--- src/rtl/pcc_pkg.sv ---
// Shared constants and FSM state type for the PCC serial frame loader.
package pcc_pkg;

  localparam int unsigned POS_W_DEF = 2;
  localparam int unsigned NEG_W_DEF = 4;
  localparam int unsigned FRAME_W   = POS_W_DEF + NEG_W_DEF;
  localparam int unsigned IDX_W     = $clog2(FRAME_W);

  typedef enum logic [1:0] {
    StFill,
    StHold,
    StFlush
  } pcc_state_e;

  // Keeps a usable index width even for one-bit frames.
  function automatic int unsigned idx_width(input int unsigned w);
    return (w > 1) ? $clog2(w) : 1;
  endfunction

endpackage

--- src/rtl/pcc_sat_cnt.sv ---
// Saturating up-counter with enable; holds at all-ones instead of wrapping.
module pcc_sat_cnt #(
  parameter int unsigned CNT_W = 8
) (
  input  logic             clk,
  input  logic             rst_n,
  input  logic             en,
  output logic [CNT_W-1:0] cnt
);

  always_ff @(posedge clk or negedge rst_n) begin
    if (!rst_n) begin
      cnt <= '0;
    end else if (en && (cnt != {CNT_W{1'b1}})) begin
      cnt <= cnt + CNT_W'(1);
    end
  end

endmodule

--- src/rtl/pcc_frame_loader.sv ---
// Deserialises binarized feature bits into positive/negative vectors, drops frames of
// wrong length and presents each good frame with a valid/ready handshake.
module pcc_frame_loader
  import pcc_pkg::*;
#(
  parameter int unsigned POS_W = POS_W_DEF,
  parameter int unsigned NEG_W = NEG_W_DEF,
  parameter int unsigned CNT_W = 8
) (
  input  logic             clk,
  input  logic             rst_n,
  input  logic             in_valid,
  input  logic             in_bit,
  input  logic             in_last,
  output logic             in_ready,
  output logic [POS_W-1:0] pos_vec,
  output logic [NEG_W-1:0] neg_vec,
  output logic             frame_valid,
  input  logic             frame_ready,
  output logic             len_err,
  output logic [CNT_W-1:0] frame_cnt,
  output logic [CNT_W-1:0] err_cnt
);

  localparam int unsigned FW = POS_W + NEG_W;
  localparam int unsigned IW = idx_width(FW);

  pcc_state_e    state_q, state_d;
  logic [IW-1:0] idx_q, idx_d;
  logic [FW-1:0] buf_q, buf_d, frame_bits;
  logic          accept, at_end, load, len_err_d, err_inc, frame_inc;

  assign in_ready    = (state_q != StHold);
  assign frame_valid = (state_q == StHold);
  assign accept      = in_valid && in_ready;
  assign at_end      = (idx_q == IW'(FW - 1));
  assign frame_inc   = frame_valid && frame_ready;

  always_comb begin
    state_d    = state_q;
    idx_d      = idx_q;
    buf_d      = buf_q;
    load       = 1'b0;
    len_err_d  = 1'b0;
    err_inc    = 1'b0;
    // Assembly buffer with the current beat merged in, so the final bit loads directly.
    frame_bits         = buf_q;
    frame_bits[idx_q]  = in_bit;
    unique case (state_q)
      StFill: begin
        if (accept) begin
          buf_d = frame_bits;
          if (at_end) begin
            idx_d = '0;
            if (in_last) begin
              state_d = StHold;
              load    = 1'b1;
            end else begin
              state_d   = StFlush;
              len_err_d = 1'b1;
              err_inc   = 1'b1;
            end
          end else if (in_last) begin
            idx_d     = '0;
            len_err_d = 1'b1;
            err_inc   = 1'b1;
          end else begin
            idx_d = idx_q + IW'(1);
          end
        end
      end
      StHold: begin
        if (frame_ready) state_d = StFill;
      end
      StFlush: begin
        if (accept && in_last) begin
          state_d = StFill;
          idx_d   = '0;
        end
      end
      default: state_d = StFill;
    endcase
  end

  always_ff @(posedge clk or negedge rst_n) begin
    if (!rst_n) begin
      state_q <= StFill;
      idx_q   <= '0;
      buf_q   <= '0;
      pos_vec <= '0;
      neg_vec <= '0;
      len_err <= 1'b0;
    end else begin
      state_q <= state_d;
      idx_q   <= idx_d;
      buf_q   <= buf_d;
      len_err <= len_err_d;
      if (load) begin
        pos_vec <= frame_bits[POS_W-1:0];
        neg_vec <= frame_bits[FW-1:POS_W];
      end
    end
  end

  pcc_sat_cnt #(
    .CNT_W (CNT_W)
  ) u_frame_cnt (
    .clk   (clk),
    .rst_n (rst_n),
    .en    (frame_inc),
    .cnt   (frame_cnt)
  );

  pcc_sat_cnt #(
    .CNT_W (CNT_W)
  ) u_err_cnt (
    .clk   (clk),
    .rst_n (rst_n),
    .en    (err_inc),
    .cnt   (err_cnt)
  );

endmodule

--- config.mk ---
export PLATFORM = sky130hd
export DESIGN_NAME = pcc_frame_loader
export DESIGN_NICKNAME = d
export VERILOG_FILES = /design/src/rtl/pcc_pkg.sv /design/src/rtl/pcc_sat_cnt.sv /design/src/rtl/pcc_frame_loader.sv
export SDC_FILE = /design/constraint.sdc
export NUM_CORES = 1
export LEC_CHECK = 0
export CAP_MARGIN = 10
export CORE_UTILIZATION = 47
export CTS_CLUSTER_DIAMETER = 100
export DETAILED_ROUTE_END_ITERATION = 8
export PLACE_DENSITY = 0.86
export SLEW_MARGIN = 20
export SYNTH_ARGS = -nofsm -noshare
export SYNTH_HDL_FRONTEND = slang
export SYNTH_HIERARCHICAL = 1
export SYNTH_SLANG_ARGS = --single-unit
--- constraint.sdc ---
create_clock -name clk -period 2 [get_ports clk]
set_input_delay 0.4 -clock clk [delete_from_list [all_inputs] [get_ports clk]]
set_output_delay 0.4 -clock clk [all_outputs]
set_load 0.02 [all_outputs]
After elaboration in Yosys (flattened, before gate mapping). Index checks and enable logic that the tools add are counted.

Register bits: 34. Latch bits: 0. RAM bits: 0. ROM bits: 0. Input port bits: 6. Output and inout port bits: 25. Memories: 0.

Add/subtract/negate cells: 3. $mul: 0. Divide/modulo/power cells: 0. Order comparisons: 2. Eq/ne operators: 10. Shift-type cells: 0. Mux-type cells: 22. Bitwise logic cells: 0. Reduce and logical (&&, ||, !) cells: 11.

Operators by type and width (number): adder 8 x 1 -> 8 bit (second input constant) (2); inequality test 8 bit (second input constant) (2); 2-to-1 mux 3 bit (4); 2-to-1 mux 2 bit (5); 2-to-1 mux 1 bit (9); bitwise mux 6 bit (1); logical AND 1 bit (6); inequality test 2 bit (second input constant) (3); one-hot mux 2 bit (3 select lines) (1); one-hot mux 3 bit (2 select lines) (1); < comparator 3 x 4 -> 1 bit (second input constant) (1); inequality test 2 x 1 -> 1 bit (second input constant) (2); AND reduction 4 bit (1); adder 3 x 1 -> 3 bit (second input constant) (1); demux 1 bit (select 3 bit) (1); equality test 3 bit (second input constant) (1); greater-or-equal comparator 3 x 1 -> 1 bit (second input constant) (1); AND reduction 3 bit (1); equality test 2 x 1 -> 1 bit (second input constant) (1); equality test 2 bit (second input constant) (1); logical NOT 2 bit (1); AND reduction 2 bit (1); nonzero test 2 bit (1).

Longest topological paths before layout.
Word-level depth: 5. Mapped depth: 9.

By module. Netlist, hierarchy kept.

Modules (own cells, without submodules): pcc_frame_loader (instances 1, cells each 82, area each 974.7 µm²); pcc_sat_cnt (instances 2, cells each 34, area each 407.9 µm²).

Worst setup path after synthesis. Ideal clock, no wire load.

Path type: register -> register. Start: register idx_q[1]. End: register u_err_cnt.cnt[5]. Setup time: 125 ps. Arrival time: 1932 ps. Setup slack: -57 ps. Stages on the path, launching flop included: 10. Buffers on the path: 1. Period minus slack after synthesis: 2057 ps. Cells stage by stage: dfrtp_1 buf_2 inv_1 ha_1 nand2_1 xor2_1 nor2_1 and4_4 nand3_2 mux2_4.

Word-level cells in the longest chain between the ends: 5.

Ends and longest elaborated chain: start, declared (RTL line pcc_frame_loader.sv:29) `logic [IW-1:0] idx_q, idx_d;`; start signal, assigned (RTL line pcc_frame_loader.sv:95) `idx_q <= idx_d;`; equality test 3 bit (RTL line pcc_frame_loader.sv:36) `assign at_end = (idx_q == IW'(FW - 1));`; 2-to-1 mux 1 bit (RTL line pcc_frame_loader.sv:53) `if (at_end) begin`; 2-to-1 mux 1 bit (RTL line pcc_frame_loader.sv:51) `if (accept) begin`; 2-to-1 mux 1 bit (RTL line pcc_frame_loader.sv:49) `unique case (state_q)`; named net err_inc (RTL line pcc_frame_loader.sv:31) `logic accept, at_end, load, len_err_d, err_inc, frame_inc;`; logical AND 1 bit (RTL line pcc_sat_cnt.sv:14) `end else if (en && (cnt != {CNT_W{1'b1}})) begin`; end signal, assigned (RTL line pcc_sat_cnt.sv:15) `cnt <= cnt + CNT_W'(1);`; end, declared (RTL line pcc_sat_cnt.sv:8) `output logic [CNT_W-1:0] cnt`.

The timed path passes the listed nets, and every way through them passes these cells. A chain may end at the register's enable or synchronous reset.

Worst setup path after layout.
Start: register u_err_cnt.cnt[6]. End: output port err_cnt[6].

RTL lines: end, declared (RTL line pcc_frame_loader.sv:22) `output logic [CNT_W-1:0] err_cnt`.

No word-level cell between the ends.

==> metrics <==
final setup margin between 0.1 and 0.15 ns; commonest non-fill, non-tap cell in the layout dfrtp_1; crit share post-route about 90%; TritonRoute pass-1 iters 4; ANT cells 0; crit path time final between 1.5 and 2 ns; routing usage on met1 between 20% and 30%; Leakage roughly 1 nW; Syn Nets between 150 and 200; Cells after Synth 150; vias after detailed routing 1407; busiest grt layer met2; CP max FO 8; Hold Crit Class in -> reg; max-cap violations 0; GRT Overall Usage between 20% and 30%; Crit. End Element output port; Hold Fails Final Rpt 0; area leader, netlist dfrtp_1; Pwr Density 1160 mW/mm²; pre-CTS setup slack -0.272 ns; CTS tree built; status complete, no violations; Syn. warnings 6; crit-path cells clkdlybuf4s50_1; CP Data Required Time roughly 1.6 ns; Clock Tree Root clkbuf_8; Max Clock Skew 0.00772 ns; drt drc 0; Worst-Margin Slew between 0.4 and 0.5 ns; grt met2 use between 30% and 40%; drt wl/cell ~16 µm; setup TNS 0 ns; DP HPWL 2720 µm; Peak VDD IR around 0.74 mV; CP Buf/Inv Count 1; row count 22; clock-pin slew on the worst setup and hold paths around 0.06 ns; Slew Limit Fails 0; crit path max-delay cell type clkdlybuf4s50_1; Clock Sink Count 34; Die Area approximately 0.0041 mm²; Final Wtd Congestion 0.875; fmax 539 MHz; initial core utilization approximately half; CORE AREA between 0.003 and 0.004 mm²; CP peak stage delay approximately 0.67 ns; top post-synthesis cells by area dfrtp_1, mux2_1, mux2_2, ha_1, a41oi_1; gr ovfl total 0; Non-Filler Instances approximately 240; met3 Usage GRT under 10%; count of cell types in the netlist between 40 and 50; Layout area overhead 30.1%; num ports 31; CTS Buffer Depth 2; Setup-failing EPs final 0; cell family with most CP delay buffers and inverters; Seq/Total Area, Yosys 47.5%; Inserted Clock Buffers 5; DRT iter0 DRCs 61; crit path DAT ~1.5 ns; largest net degree at the start of global routing 35; DP Area ~0.0022 mm²; WHS ~0.42 ns; commonest cells after routing, fill and taps aside dfrtp_1, clkdlybuf4s50_1, mux2_1, buf_4, clkbuf_8; top cell type's share of synthesized area 47.5%; Post-Syn Area roughly 0.0018 mm²; RSZ-0062 raised after global routing false; first-pass GRT wire length ~6600 µm; placed cell count around 230; max_slew headroom 71.6%; Final Power around 2.7 mW; clk_lat worst skew roughly 0.29 ns; PortBufs 30; cell area after layout about 0.0023 mm²; number of global-route vias before repair 1442; Routed Antenna Nets 0; Setup CP Type reg -> out; via-per-instance ratio between 5 and 6; Post-synth EDFFs 0; Worst setup SP type flop; die height approximately 64 µm; nets@finish 203; postcts setup bufs 0; layout cells sized above 1 approximately 22%; final core area utilization a little under two thirds; ys async rst share 100%; antenna violations before repair 0; WL final roughly 3900 µm; #FFs+latches synth 34; main flop type after synthesis dfrtp_1; Die Span X 63.7 µm; Mean Syn Cell Area 11.9 µm²; CTS H-tree lvls 2
[layer usage]
metal | wire [µm] | vias up
li1 | - | 651
met1 | 1710 | 712
met2 | 1900 | 34
met3 | 153 | 10
met4 | 93 | 0
met5 | 0 | -
[logic make-up after synthesis]
logic type               Yosys count  synth area share (%)
AND/OR/NAND/NOR                   44                  17.4
flip-flops                        34                  47.5
AO/OA/AOI/OAI                     32                  13.3
multiplexers                      22                  14.3
buffers and inverters              9                  2.31
XOR/XNOR                           5                  2.45
adder cells (fa/ha/maj)            4                  2.80
[final timing paths]
check | startpoint | endpoint | slack (ns) | depth (start not counted)
max in group asynchronous | rst_n | buf_q[2] | 1.17 | 2
worst max register to register | idx_q[1] | u_err_cnt/cnt[2] | 0.17 | 10
worst max-delay path | u_err_cnt/cnt[6] | err_cnt[6] | 0.14 | 1
worst min register to register | buf_q[5] | buf_q[5] | 0.49 | 1
worst min-delay path | in_valid | state_q[1] | 0.42 | 2
min in group asynchronous | rst_n | idx_q[1] | 0.53 | 2
[where the power goes]
group / total, mW / internal (mW) / switching (mW)
combinational: 1.02 / 0.530 / 0.490
sequential: 1.10 / 0.889 / 0.209
clock: 0.590 / 0.347 / 0.242
[timing repair]
item                                   in CTS  in global routing
resized for setup                           0                  4
pin swaps                                   1                  0
hold buffers                                0                  0
setup endpoints to repair                   1                  8
endpoints found under the hold margin       0                  0
[flip-flops by register name, indices dropped and copies added, names as in the netlist]
name and flops:
neg_vec 4, pos_vec 2, idx_q 3, len_err 1, u_err_cnt/cnt 8, buf_q 6
u_frame_cnt/cnt 8, state_q 2
[cell usage after synthesis (4+ instances only)]
library cell / instances
nor2_1: 5
inv_1: 4
a21oi_1: 4
mux2_1: 14
ha_1: 4
dfrtp_1: 34
nand2_1: 6
mux2_2: 6
a31oi_1: 5
a41oi_1: 4
nand3_1: 6
[cell type report]
cell class,instances,area (µm²)
Sequential cell,34,851
Timing Repair Buffer,41,390
Tap cell,48,60.1
Clock buffer,8,110
Inverter,4,15.0
Fill cell,288,1330
Multi-Input combinational cell,107,903
Note: power is estimated with default switching activity, not from simulation.
